`src/rtl/nse_pkg.sv`:
```
// Shared types for the netlist stream evaluator: gate opcodes, FSM states, fan-in limit.
package nse_pkg;

    typedef enum logic [2:0] {
        OP_AND  = 3'd0,
        OP_OR   = 3'd1,
        OP_NAND = 3'd2,
        OP_NOR  = 3'd3,
        OP_NOT  = 3'd4,
        OP_BUF  = 3'd5,
        OP_XOR  = 3'd6,
        OP_XNOR = 3'd7
    } gate_op_e;

    typedef enum logic [1:0] {
        S_IDLE = 2'd0,
        S_LOAD = 2'd1,
        S_RUN  = 2'd2,
        S_DONE = 2'd3
    } nse_state_e;

    localparam int MAX_FANIN = 3;

endpackage

```
`src/rtl/nse_gate_alu.sv`:
```
// Single-gate evaluator: reduces the used sources under the opcode and flags illegal records.
// Macro NSE_XOR_EN enables XOR/XNOR parity; without it those opcodes are illegal.
module nse_gate_alu
    import nse_pkg::*;
(
    input  gate_op_e                op,
    input  logic [1:0]              nin,
    input  logic [MAX_FANIN-1:0]    src,
    output logic                    res,
    output logic                    illegal
);

    logic [MAX_FANIN-1:0] used;
    logic and_r;
    logic or_r;
    logic xor_r;

    assign used  = (nin == 2'd3) ? 3'b111 :
                   (nin == 2'd2) ? 3'b011 :
                   (nin == 2'd1) ? 3'b001 : 3'b000;
    // Unused inputs become the identity element of each reduction.
    assign and_r = &(src | ~used);
    assign or_r  = |(src & used);
    assign xor_r = ^(src & used);

    always_comb begin
        res     = 1'b0;
        illegal = (nin == 2'd0);
        unique case (op)
            OP_AND:  res = and_r;
            OP_OR:   res = or_r;
            OP_NAND: res = ~and_r;
            OP_NOR:  res = ~or_r;
            OP_NOT: begin
                res = ~src[0];
                if (nin != 2'd1) illegal = 1'b1;
            end
            OP_BUF: begin
                res = src[0];
                if (nin != 2'd1) illegal = 1'b1;
            end
`ifdef NSE_XOR_EN
            OP_XOR:  res = xor_r;
            OP_XNOR: res = ~xor_r;
`else
            OP_XOR:  illegal = 1'b1;
            OP_XNOR: illegal = 1'b1;
`endif
        endcase
    end

`ifndef NSE_XOR_EN
    logic unused_xor;
    assign unused_xor = xor_r;
`endif

endmodule

```
`src/rtl/netlist_stream_eval.sv`:
```
// Streams gate records of one combinational netlist and evaluates every slot for one PI vector.
// Flags multi-driven, undriven and malformed records; XOR support follows NSE_XOR_EN.
module netlist_stream_eval
    import nse_pkg::*;
#(
    parameter int NUM_PI  = 10,
    parameter int NUM_SIG = 64,
    parameter int IDX_W   = 6,
    parameter int CNT_W   = 8
) (
    input  logic              clk,
    input  logic              rst,
    input  logic              start,
    input  logic [NUM_PI-1:0] pi_vec,
    input  logic              g_valid,
    output logic              g_ready,
    input  logic [2:0]        g_op,
    input  logic [1:0]        g_nin,
    input  logic [IDX_W-1:0]  g_dst,
    input  logic [IDX_W-1:0]  g_src0,
    input  logic [IDX_W-1:0]  g_src1,
    input  logic [IDX_W-1:0]  g_src2,
    input  logic              g_last,
    input  logic [IDX_W-1:0]  o_idx,
    output logic              o_val,
    output logic              done,
    output logic [CNT_W-1:0]  gate_cnt,
    output logic              err_multi,
    output logic              err_undrv,
    output logic              err_fmt
);

    nse_state_e state;
    nse_state_e state_nx;

    logic [NUM_SIG-1:0] val;
    logic [NUM_SIG-1:0] drv;

    logic [MAX_FANIN-1:0][IDX_W-1:0] srcs;
    logic [MAX_FANIN-1:0] used;
    logic [MAX_FANIN-1:0] src_bits;
    logic undrv;
    logic bad_idx;
    logic alu_res;
    logic alu_ill;
    logic fmt;
    logic multi;
    logic accept;

    function automatic logic oob(input logic [IDX_W-1:0] idx);
        return {1'b0, idx} >= (IDX_W+1)'(NUM_SIG);
    endfunction

    assign srcs   = {g_src2, g_src1, g_src0};
    assign used   = (g_nin == 2'd3) ? 3'b111 :
                    (g_nin == 2'd2) ? 3'b011 :
                    (g_nin == 2'd1) ? 3'b001 : 3'b000;
    assign accept = g_valid && g_ready;
    assign o_val  = val[o_idx];

    // Undriven or out-of-range sources read as 0.
    always_comb begin
        src_bits = '0;
        undrv    = 1'b0;
        bad_idx  = oob(g_dst);
        for (int i = 0; i < MAX_FANIN; i++) begin
            if (used[i]) begin
                if (oob(srcs[i])) begin
                    bad_idx = 1'b1;
                end else begin
                    src_bits[i] = drv[srcs[i]] & val[srcs[i]];
                    if (!drv[srcs[i]]) undrv = 1'b1;
                end
            end
        end
    end

    nse_gate_alu u_alu (
        .op      (gate_op_e'(g_op)),
        .nin     (g_nin),
        .src     (src_bits),
        .res     (alu_res),
        .illegal (alu_ill)
    );

    assign fmt   = alu_ill | bad_idx;
    assign multi = !fmt && drv[g_dst];

    always_ff @(posedge clk or posedge rst) begin
        if (rst) state <= S_IDLE;
        else     state <= state_nx;
    end

    always_comb begin
        state_nx = state;
        unique case (state)
            S_IDLE, S_DONE: if (start) state_nx = S_LOAD;
            S_LOAD:         state_nx = S_RUN;
            S_RUN:          if (accept && g_last) state_nx = S_DONE;
        endcase
    end

    always_comb begin
        g_ready = (state == S_RUN);
        done    = (state == S_DONE);
    end

    always_ff @(posedge clk or posedge rst) begin
        if (rst) begin
            val       <= '0;
            drv       <= '0;
            gate_cnt  <= '0;
            err_multi <= 1'b0;
            err_undrv <= 1'b0;
            err_fmt   <= 1'b0;
        end else if (state == S_LOAD) begin
            val       <= {{(NUM_SIG-NUM_PI){1'b0}}, pi_vec};
            drv       <= {{(NUM_SIG-NUM_PI){1'b0}}, {NUM_PI{1'b1}}};
            gate_cnt  <= '0;
            err_multi <= 1'b0;
            err_undrv <= 1'b0;
            err_fmt   <= 1'b0;
        end else if (state == S_RUN && accept) begin
            if (!(&gate_cnt)) gate_cnt <= gate_cnt + 1'b1;
            if (undrv) err_undrv <= 1'b1;
            if (multi) err_multi <= 1'b1;
            if (fmt) begin
                err_fmt <= 1'b1;
            end else begin
                val[g_dst] <= alu_res;
                drv[g_dst] <= 1'b1;
            end
        end
    end

endmodule

```
`config.mk`:
```
export PLATFORM = sky130hd
export DESIGN_NAME = netlist_stream_eval
export DESIGN_NICKNAME = d
export VERILOG_FILES = /design/src/rtl/nse_pkg.sv /design/src/rtl/nse_gate_alu.sv /design/src/rtl/netlist_stream_eval.sv
export SDC_FILE = /design/constraint.sdc
export NUM_CORES = 1
export LEC_CHECK = 0
export ABC_AREA = 1
export CAP_MARGIN = 20
export CORE_ASPECT_RATIO = 1.5
export CORE_MARGIN = 1.5
export CORE_UTILIZATION = 57
export DETAILED_ROUTE_END_ITERATION = 8
export MAX_ROUTING_LAYER = met4
export PLACE_DENSITY_LB_ADDON = 0.25
export SYNTH_ARGS = -nofsm -noshare
export SYNTH_HDL_FRONTEND = slang
export SYNTH_SLANG_ARGS = --single-unit
```
`constraint.sdc`:
```
create_clock -name clk -period 6.2 [get_ports clk]
set_input_delay 1.24 -clock clk [delete_from_list [all_inputs] [get_ports clk]]
set_output_delay 1.24 -clock clk [all_outputs]
set_load 0.005 [all_outputs]
```
==> results of run 1 <==
[cells by family (layout without fill, tap and decap cells)]
logic type | after synthesis | count (layout) | synth area share
flip-flops | 141 | 141 | 0.3266
buffers and inverters | 222 | 235 | 0.09253
adder cells (fa/ha/maj) | 5 | 5 | 0.005790
AO/OA/AOI/OAI | 356 | 356 | 0.1882
other | 0 | 2 | 0
AND/OR/NAND/NOR | 992 | 992 | 0.3869
[per-layer routing]
layer	global-route usage	wire length, um	up-vias
li1	-	-	5748
met1	0.5705	15990	5943
met2	0.7083	19910	1049
met3	0.1677	6589	310
met4	0.3918	4449	0
met5	-	0	-
[worst register-to-register path: stages (launching register included)]
cell and delay (ns):
dfrtp_1 0.43, ha_1 0.22, buf_4 0.26, nor2_1 0.22
nor2_1 0.08, nor2_1 0.66, inv_1 0.20, nand2_1 0.46
nor2_1 0.17, o21ai_0 0.19, a21oi_1 0.06
[registers in the layout, indices dropped and copies added, names as in the netlist]
register   count
gate_cnt       8
drv           64
err_fmt        1
err_undrv      1
err_multi      1
val           64
state          2
[synthesized netlist by cell type]
library cell    n  area [um2]
buf_6           8       90.09
o221a_2         1       11.26
buf_4          15       112.6
nor2_4          1       11.26
inv_2           4       15.01
a221oi_1        1       8.760
o31ai_1         2       15.01
nor3_1         17       85.08
buf_2          39       195.2
nor4_1          1       6.260
buf_1           5       18.77
o211ai_1        1       7.510
o32ai_1         2       17.52
nand3_1       326        1632
a211oi_1        2       15.01
o2111ai_1       1       8.760
o21ai_0       139       695.7
clkinv_1        3       11.26
a21oi_1       114       570.6
o221ai_1        2       17.52
o21ai_1         4       20.02
ha_1            5       62.56
clkbuf_2        1       5.000
o41ai_1         3       26.28
or2_2           1       6.260
o21a_1         43       322.8
dfrtp_1       141        3528
nand2_1       517        1941
clkbuf_1       40       150.1
inv_1         107       401.6
o2bb2ai_1       2       17.52
o22ai_1        20       125.1
a22o_1          9       78.83
nor2_1        123       461.7
nand4_1         6       37.54
o21bai_1        9       67.56
a22oi_1         1       7.510
[report_power, final]
part           switching (W)  total, W  internal (W)
clock               0.000450   0.00110      0.000647
combinational       0.000723   0.00108      0.000352
sequential          0.000158   0.00118       0.00102
[worst paths after layout]
kind / startpoint / end / slack (ns) / depth (start not counted)
setup reg to reg: state[0] / val[37] / 3.11 / 10
max in group asynchronous: rst / val[43] / 4.34 / 3
hold reg to reg: drv[44] / drv[44] / 0.49 / 1
min in group asynchronous: rst / gate_cnt[5] / 1.11 / 2
hold / removal: drv[44] / drv[44] / 0.49 / 1
setup / recovery: o_idx[1] / o_val / 0.93 / 8
[placed cells by master (no fill, tap or decap), types with 3 or more instances in the layout]
master	n
o21ai_0	139
o21bai_1	9
ha_1	5
a22o_1	9
inv_2	5
a21oi_1	114
bufinv_16	3
o41ai_1	3
nand2_1	517
o22ai_1	20
nand4_1	6
nor2_1	123
buf_2	3
clkinv_4	4
nor3_1	17
o21ai_1	4
dfrtp_1	141
inv_1	105
o21a_1	43
nand3_1	326
clkbuf_16	17
buf_4	23
clkinv_1	3
clkdlybuf4s50_1	60
inv_6	3
[area by class of cell]
| cell class | instances | area (um2) |
|---|---|---|
| clock inverter | 12 | 162.7 |
| multi-input combinational | 1353 | 6276 |
| tap | 252 | 315.3 |
| clock buffer | 20 | 446.7 |
| antenna | 2 | 5.005 |
| timing repair buffer | 89 | 855.8 |
| sequential | 141 | 3528 |
| fill | 1726 | 6524 |
| inverter | 114 | 432.9 |
[per-stage QoR]
step                worst slack [ns]    util  total power [W]  std cells  area, um2
floorplan                      1.179       -         0.001834       1716      10800
CTS                           0.9693  0.6454         0.003295       1979      11970
finish                        0.9267  0.6482         0.003347       1983      12020
global placement              0.9838  0.6126         0.002193       1947      11360
global route                  0.7369  0.6482         0.003467       1983      12020
detailed placement            0.9746  0.6126         0.002213       1947      11360
==> impl_metrics.json, run 1 <==
{
  "final_nets": 1771,
  "seq_area_frac_synth": 0.3266,
  "hpwlAfterDp_mm": 30.50,
  "first_pass_iters": 8,
  "postSynthCellCount": 1716,
  "cts_root_buf": "clkbuf_16",
  "remaining_drc_errors": 0,
  "synth.ff_latch_count": 141,
  "wl_per_cell_um": 23.67,
  "clkSlewWorstSetupHoldPaths_ns": 0.06,
  "grt_pass1_vias": 12100,
  "min_period_over_period": 0.8505,
  "htree_levels": 4,
  "synth_warnings": 0,
  "powerDensity_mw_per_mm2": 278.4,
  "max_stage_delay_ns": 0.69,
  "critPathKind": "input port to output port",
  "slew_headroom": 0.2254,
  "avgSynthCellArea_um2": 6.296,
  "hold_class": "flop to flop",
  "fp.coreArea_mm2": 0.01855,
  "worst-path-buf-inv": 3,
  "cts_hold_buf": 0,
  "cts_setup_buffers": 0,
  "fmax_ghz": 0.1896,
  "place_congestion": 1.090,
  "die_h_um": 171.6,
  "critPathCaptureType": "output port",
  "totalWireLength_mm": 46.93,
  "cts-resized-gates": 0,
  "track_usage": 0.4985,
  "synth_area_mm2": 0.01080,
  "drtIter0Drc": 2165,
  "cts_tree": "built",
  "fin_skew_ns": 0.01043,
  "die_area_mm2": 0.01981,
  "p_leak_nw": 5.387,
  "cp.arrival_ns": 4.03,
  "ant_nets": 0,
  "crit_chain": "clkdlybuf4s50_1 -> inv_1 -> o21ai_0 -> o22ai_1 -> o21ai_0 -> o221a_2 -> o31ai_1 -> clkdlybuf4s50_1",
  "cts_buffer_depth": 2,
  "critPathMaxFanout": 17,
  "via_count": 13050,
  "status": "finished, final reports clean",
  "holdWs_ns": 0.4876,
  "grt.overflow.total": 0,
  "boundaryPins": 64,
  "rows": 61,
  "drive_above_1_share": 0.03933,
  "synth.distinct_cells": 37,
  "antenna_found_initial": 2,
  "insertion_delay_ns": 0.45,
  "vias_per_cell": 6.581,
  "finalSetupViolCount": 0,
  "max_slew.worst_pin.slew_ns": 1.161,
  "crit_family": "buffers and inverters",
  "synth_fp_nets": 1771,
  "slew_viol_final": 0,
  "peakVddDrop_mv": 0.3033,
  "portBuffers": 63,
  "max_cap_viol_count": 0,
  "start_util": 0.5825,
  "cts_sinks": 141,
  "slowest_stage": "clkdlybuf4s50_1",
  "grt_pass1_wl_mm": 70.52,
  "finalCriticalPeriod_ns": 5.273,
  "worstPathRequired_ns": 4.96,
  "cts_buffers": 17,
  "tns_ns": 0,
  "area_growth_pct": 11.28,
  "grt_setup_unrepaired": "false",
  "worst_setup_path_start_kind": "input port",
  "die_w_um": 115.4,
  "hold_viol_final": 0,
  "grt_max_degree": 107
}
Power figures use the tool's default switching activity.
==> inputs of run 2 (changes only) <==
--- a/config.mk
+++ b/config.mk
@@ -10,6 +10,7 @@
 export CORE_ASPECT_RATIO = 1.5
 export CORE_MARGIN = 1.5
 export CORE_UTILIZATION = 57
+export CTS_BUF_LIST = sky130_fd_sc_hd__clkbuf_8
 export DETAILED_ROUTE_END_ITERATION = 8
 export MAX_ROUTING_LAYER = met4
 export PLACE_DENSITY_LB_ADDON = 0.25
==> impl_metrics.json, run 2 (synthesized netlist as in run 1, its figures left out) <==
{
  "p_leak_nw": 5.311,
  "fp.coreArea_mm2": 0.01855,
  "cts_buffer_depth": 2,
  "die_w_um": 115.4,
  "crit_chain": "clkdlybuf4s50_1 -> inv_1 -> o21ai_0 -> o22ai_1 -> o21ai_0 -> o221a_2 -> o31ai_1 -> clkdlybuf4s50_1",
  "hold_class": "flop to flop",
  "finalSetupViolCount": 0,
  "hold_viol_final": 0,
  "fin_skew_ns": 0.01345,
  "critPathKind": "input port to output port",
  "worst_setup_path_start_kind": "input port",
  "clkSlewWorstSetupHoldPaths_ns": 0.09,
  "htree_levels": 4,
  "cts_tree": "built",
  "drtIter0Drc": 2109,
  "place_congestion": 1.090,
  "cts_setup_buffers": 0,
  "max_stage_delay_ns": 0.69,
  "mostFrequentLayoutCells": "517 x nand2_1, 326 x nand3_1, 141 x dfrtp_1",
  "worst-path-buf-inv": 3,
  "grt_setup_unrepaired": "false",
  "hpwlAfterDp_mm": 30.50,
  "start_util": 0.5825,
  "final_nets": 1772,
  "cts_root_buf": "clkbuf_8",
  "min_period_over_period": 0.8534,
  "track_usage": 0.4977,
  "slowest_stage": "clkdlybuf4s50_1",
  "tns_ns": 0,
  "slew_viol_final": 0,
  "layout_commonest_cell": "nand2_1",
  "grt_pass1_vias": 11910,
  "remaining_drc_errors": 0,
  "totalWireLength_mm": 46.95,
  "antenna_found_initial": 2,
  "boundaryPins": 64,
  "cts-resized-gates": 0,
  "critPathMaxFanout": 17,
  "fmax_ghz": 0.1890,
  "status": "finished, final reports clean",
  "vias_per_cell": 6.592,
  "cp.arrival_ns": 4.05,
  "cts_hold_buf": 0,
  "grt_pass1_wl_mm": 70.04,
  "max_cap_viol_count": 0,
  "fillers": 1755,
  "area_growth_pct": 9.555,
  "finalCriticalPeriod_ns": 5.291,
  "die_area_mm2": 0.01981,
  "cts_sinks": 141,
  "ant_nets": 0,
  "cts_buffers": 17,
  "powerDensity_mw_per_mm2": 259.9,
  "rows": 61,
  "crit_family": "buffers and inverters",
  "top_regs": "drv: 64 flops, val: 64 flops, gate_cnt: 8 flops",
  "drive_above_1_share": 0.03988,
  "max_slew.worst_pin.slew_ns": 1.192,
  "wl_per_cell_um": 23.66,
  "portBuffers": 63,
  "via_count": 13080,
  "critPathCaptureType": "output port",
  "insertion_delay_ns": 0.51,
  "fin_util": 0.6382,
  "first_pass_iters": 6,
  "grt.overflow.total": 0,
  "die_h_um": 171.6,
  "worstPathRequired_ns": 4.96,
  "peakVddDrop_mv": 0.3082,
  "grt_max_degree": 107,
  "slew_headroom": 0.2043
}
## run 2: layout make-up
cell class | count | area [um2] | share of cell area
Clock inverter | 14 | 170.2 | 0.01438
Tap cell | 252 | 315.3 | 0.02664
Timing Repair Buffer | 90 | 860.8 | 0.07273
Antenna cell | 2 | 5.005 | 0.0004228
Multi-Input combinational cell | 1353 | 6276 | 0.5302
Clock buffer | 18 | 247.7 | 0.02093
Inverter | 114 | 432.9 | 0.03657
Sequential cell | 141 | 3528 | 0.2981
## run 2: layer usage
metal / global-route usage / share of wire
met2: 0.7067 / 0.43
met3: 0.1572 / 0.13
met1: 0.5799 / 0.35
met5: - / 0
met4: 0.3833 / 0.094
## run 2: power breakdown
group,switching (W),internal [W],total (W)
clock,0.000417,0.000409,0.000826
sequential,0.000157,0.00102,0.00117
combinational,0.000725,0.000352,0.00108
total,0.00130,0.00178,0.00308
## run 2: metrics by stage
| step | hold WS (ns) | instances | total power, W | worst slack, ns | cell area, um2 |
|---|---|---|---|---|---|
| after global placement | 0.4764 | 1947 | 0.002193 | 0.9838 | 11360 |
| final | 0.4930 | 1984 | 0.003077 | 0.9087 | 11840 |
| after detailed placement | 0.4803 | 1947 | 0.002213 | 0.9746 | 11360 |
| after floorplan | 0.4624 | 1716 | 0.001834 | 1.179 | 10800 |
| after CTS | 0.4998 | 1979 | 0.003026 | 0.9693 | 11780 |
| after global routing | 0.5129 | 1984 | 0.003197 | 0.7369 | 11840 |
## run 2: path summary, 6_finish.rpt
check	slack, ns	from	to	cells past startpoint
setup / recovery	0.91	o_idx[1]	o_val	8
hold / removal	0.49	drv[44]	drv[44]	1
setup reg to reg	3.14	state[1]	val[37]	11
hold reg to reg	0.49	drv[44]	drv[44]	1
max in group asynchronous	4.40	rst	val[43]	3
min in group asynchronous	1.06	rst	gate_cnt[7]	2
==> inputs of run 3 (changes only) <==
--- a/config.mk
+++ b/config.mk
@@ -8,7 +8,7 @@
 export ABC_AREA = 1
 export CAP_MARGIN = 20
 export CORE_ASPECT_RATIO = 1.5
-export CORE_MARGIN = 1.5
+export CORE_MARGIN = 4
 export CORE_UTILIZATION = 57
 export CTS_BUF_LIST = sky130_fd_sc_hd__clkbuf_8
 export DETAILED_ROUTE_END_ITERATION = 8
==> impl_metrics.json, run 3 (synthesized netlist as in run 1, its figures left out) <==
{
  "grt_setup_unrepaired": "false",
  "p_comb_frac": 0.351,
  "cts_root_buf": "clkbuf_8",
  "holdWs_ns": 0.4998,
  "wl_per_cell_um": 22.46,
  "boundaryPins": 64,
  "drtIter0Drc": 2234,
  "vias_per_cell": 6.514,
  "fmax_ghz": 0.1880,
  "antenna_found_initial": 1,
  "slew_viol_final": 0,
  "cp.arrival_ns": 4.08,
  "cts_hold_buf": 0,
  "ant_nets": 0,
  "track_usage": 0.4289,
  "grt.overflow.total": 0,
  "power_frac_seq": 0.382,
  "place_inst": 1948,
  "place_congestion": 1.087,
  "finalSetupViolCount": 0,
  "critPathMaxFanout": 17,
  "start_util": 0.5802,
  "worstPathRequired_ns": 4.96,
  "cts_buffer_depth": 2,
  "cts_setup_buffers": 0,
  "clkSlewWorstSetupHoldPaths_ns": 0.09,
  "p_sw_frac": 0.4260,
  "htree_levels": 4,
  "hold_class": "flop to flop",
  "top_regs": "drv: 64 flops, val: 64 flops, gate_cnt: 8 flops",
  "final_nets": 1774,
  "status": "finished, final reports clean",
  "first_pass_iters": 6,
  "die_area_mm2": 0.02127,
  "cts-resized-gates": 0,
  "grt_max_degree": 115,
  "slew_headroom": 0.1518,
  "hpwlAfterDp_mm": 29.43,
  "switchingPower_w": 0.001307,
  "p_clk_frac": 0.266,
  "finalCriticalPeriod_ns": 5.320,
  "remaining_drc_errors": 0,
  "internal_power_w": 0.001761,
  "via_count": 12930,
  "fin_skew_ns": 0.01619,
  "cts_sinks": 141,
  "tns_ns": 0,
  "insertion_delay_ns": 0.47,
  "portBuffers": 63,
  "reg2reg_from": "state[1]",
  "grt_pass1_vias": 11750,
  "critPathKind": "input port to output port",
  "die_h_um": 176.6,
  "cts_buffers": 17,
  "layout_commonest_cell": "nand2_1",
  "min_period_over_period": 0.8581,
  "cp-startpoint": "o_idx[1]",
  "powerDensity_mw_per_mm2": 258.7,
  "critPathCaptureType": "output port",
  "totalWireLength_mm": 44.58,
  "fp.coreArea_mm2": 0.01862,
  "max_cap_viol_count": 0,
  "die_w_um": 120.4,
  "reg2reg_slack_ns": 3.00,
  "grt_pass1_wl_mm": 67.38,
  "r2r-end": "val[37]",
  "rows": 61,
  "p_leak_nw": 5.324,
  "max_slew.worst_pin.slew_ns": 1.263,
  "cts_tree": "built",
  "area_growth_pct": 9.774,
  "mostFrequentLayoutCells": "517 x nand2_1, 326 x nand3_1, 141 x dfrtp_1",
  "hold_viol_final": 0,
  "fin_ws_ns": 0.8798,
  "final_cells": 1985,
  "worst_setup_path_start_kind": "input port",
  "ff2ff_path_depth": 12,
  "dp_slack_ns": 0.9865,
  "peakVddDrop_mv": 0.4237,
  "worstSetupEndpoint": "o_val",
  "drive_above_1_share": 0.04157
}
run 3: layout make-up:
type                    instances  area [um2]
multi-input cells            1353        6276
repair buffers                 92       895.9
inverters                     114       432.9
fillers                      1827        6763
well taps                     252       315.3
diodes                          1       2.502
clock buffers                  17       234.0
flip-flops and latches        141        3528
clock inverters                15       175.2
run 3: through the flow:
step	cell area [um2]	total power (W)	util
2_1_floorplan	10800	0.001834	-
3_3_place_gp	11370	0.002175	0.6105
3_5_place_dp	11370	0.002195	0.6105
4_1_cts	11780	0.002999	0.6324
5_1_grt	11860	0.003213	0.6369
6_report	11860	0.003069	0.6369
run 3: layer usage:
layer,wire length (um),global-route usage,part of all wire,vias up
met2,18460,0.6065,0.41,1040
met5,0,-,0,-
met1,15800,0.5279,0.35,5825
li1,-,-,-,5753
met3,5707,0.09818,0.13,313
met4,4608,0.3313,0.10,0
run 3: power groups by stage:
stage,Sequential (W),Combinational [W],Clock [W]
floorplan,0.00112,0.000716,0
global placement,0.00118,0.00100,0
detailed placement,0.00118,0.00102,0
CTS,0.00116,0.00102,0.000815
global route,0.00118,0.00118,0.000856
finish,0.00117,0.00108,0.000817
run 3: worst min path at each step:
| stage | from | end | slack [ns] | depth (start not counted) |
|---|---|---|---|---|
| finish | drv[44] | drv[44] | 0.50 | 1 |
| global route | drv[44] | drv[44] | 0.53 | 1 |
| CTS | drv[44] | drv[44] | 0.51 | 1 |
| detailed placement | drv[44] | drv[44] | 0.49 | 1 |
| global placement | drv[44] | drv[44] | 0.47 | 1 |
| floorplan | drv[8] | drv[8] | 0.46 | 2 |
run 3: critical path: stages:
cell and delay, ns:
clkdlybuf4s50_1 0.69, inv_1 0.49, o21ai_0 0.17, o22ai_1 0.15, nor2_1 0.06, o221a_2 0.30
o31ai_1 0.38, clkdlybuf4s50_1 0.59
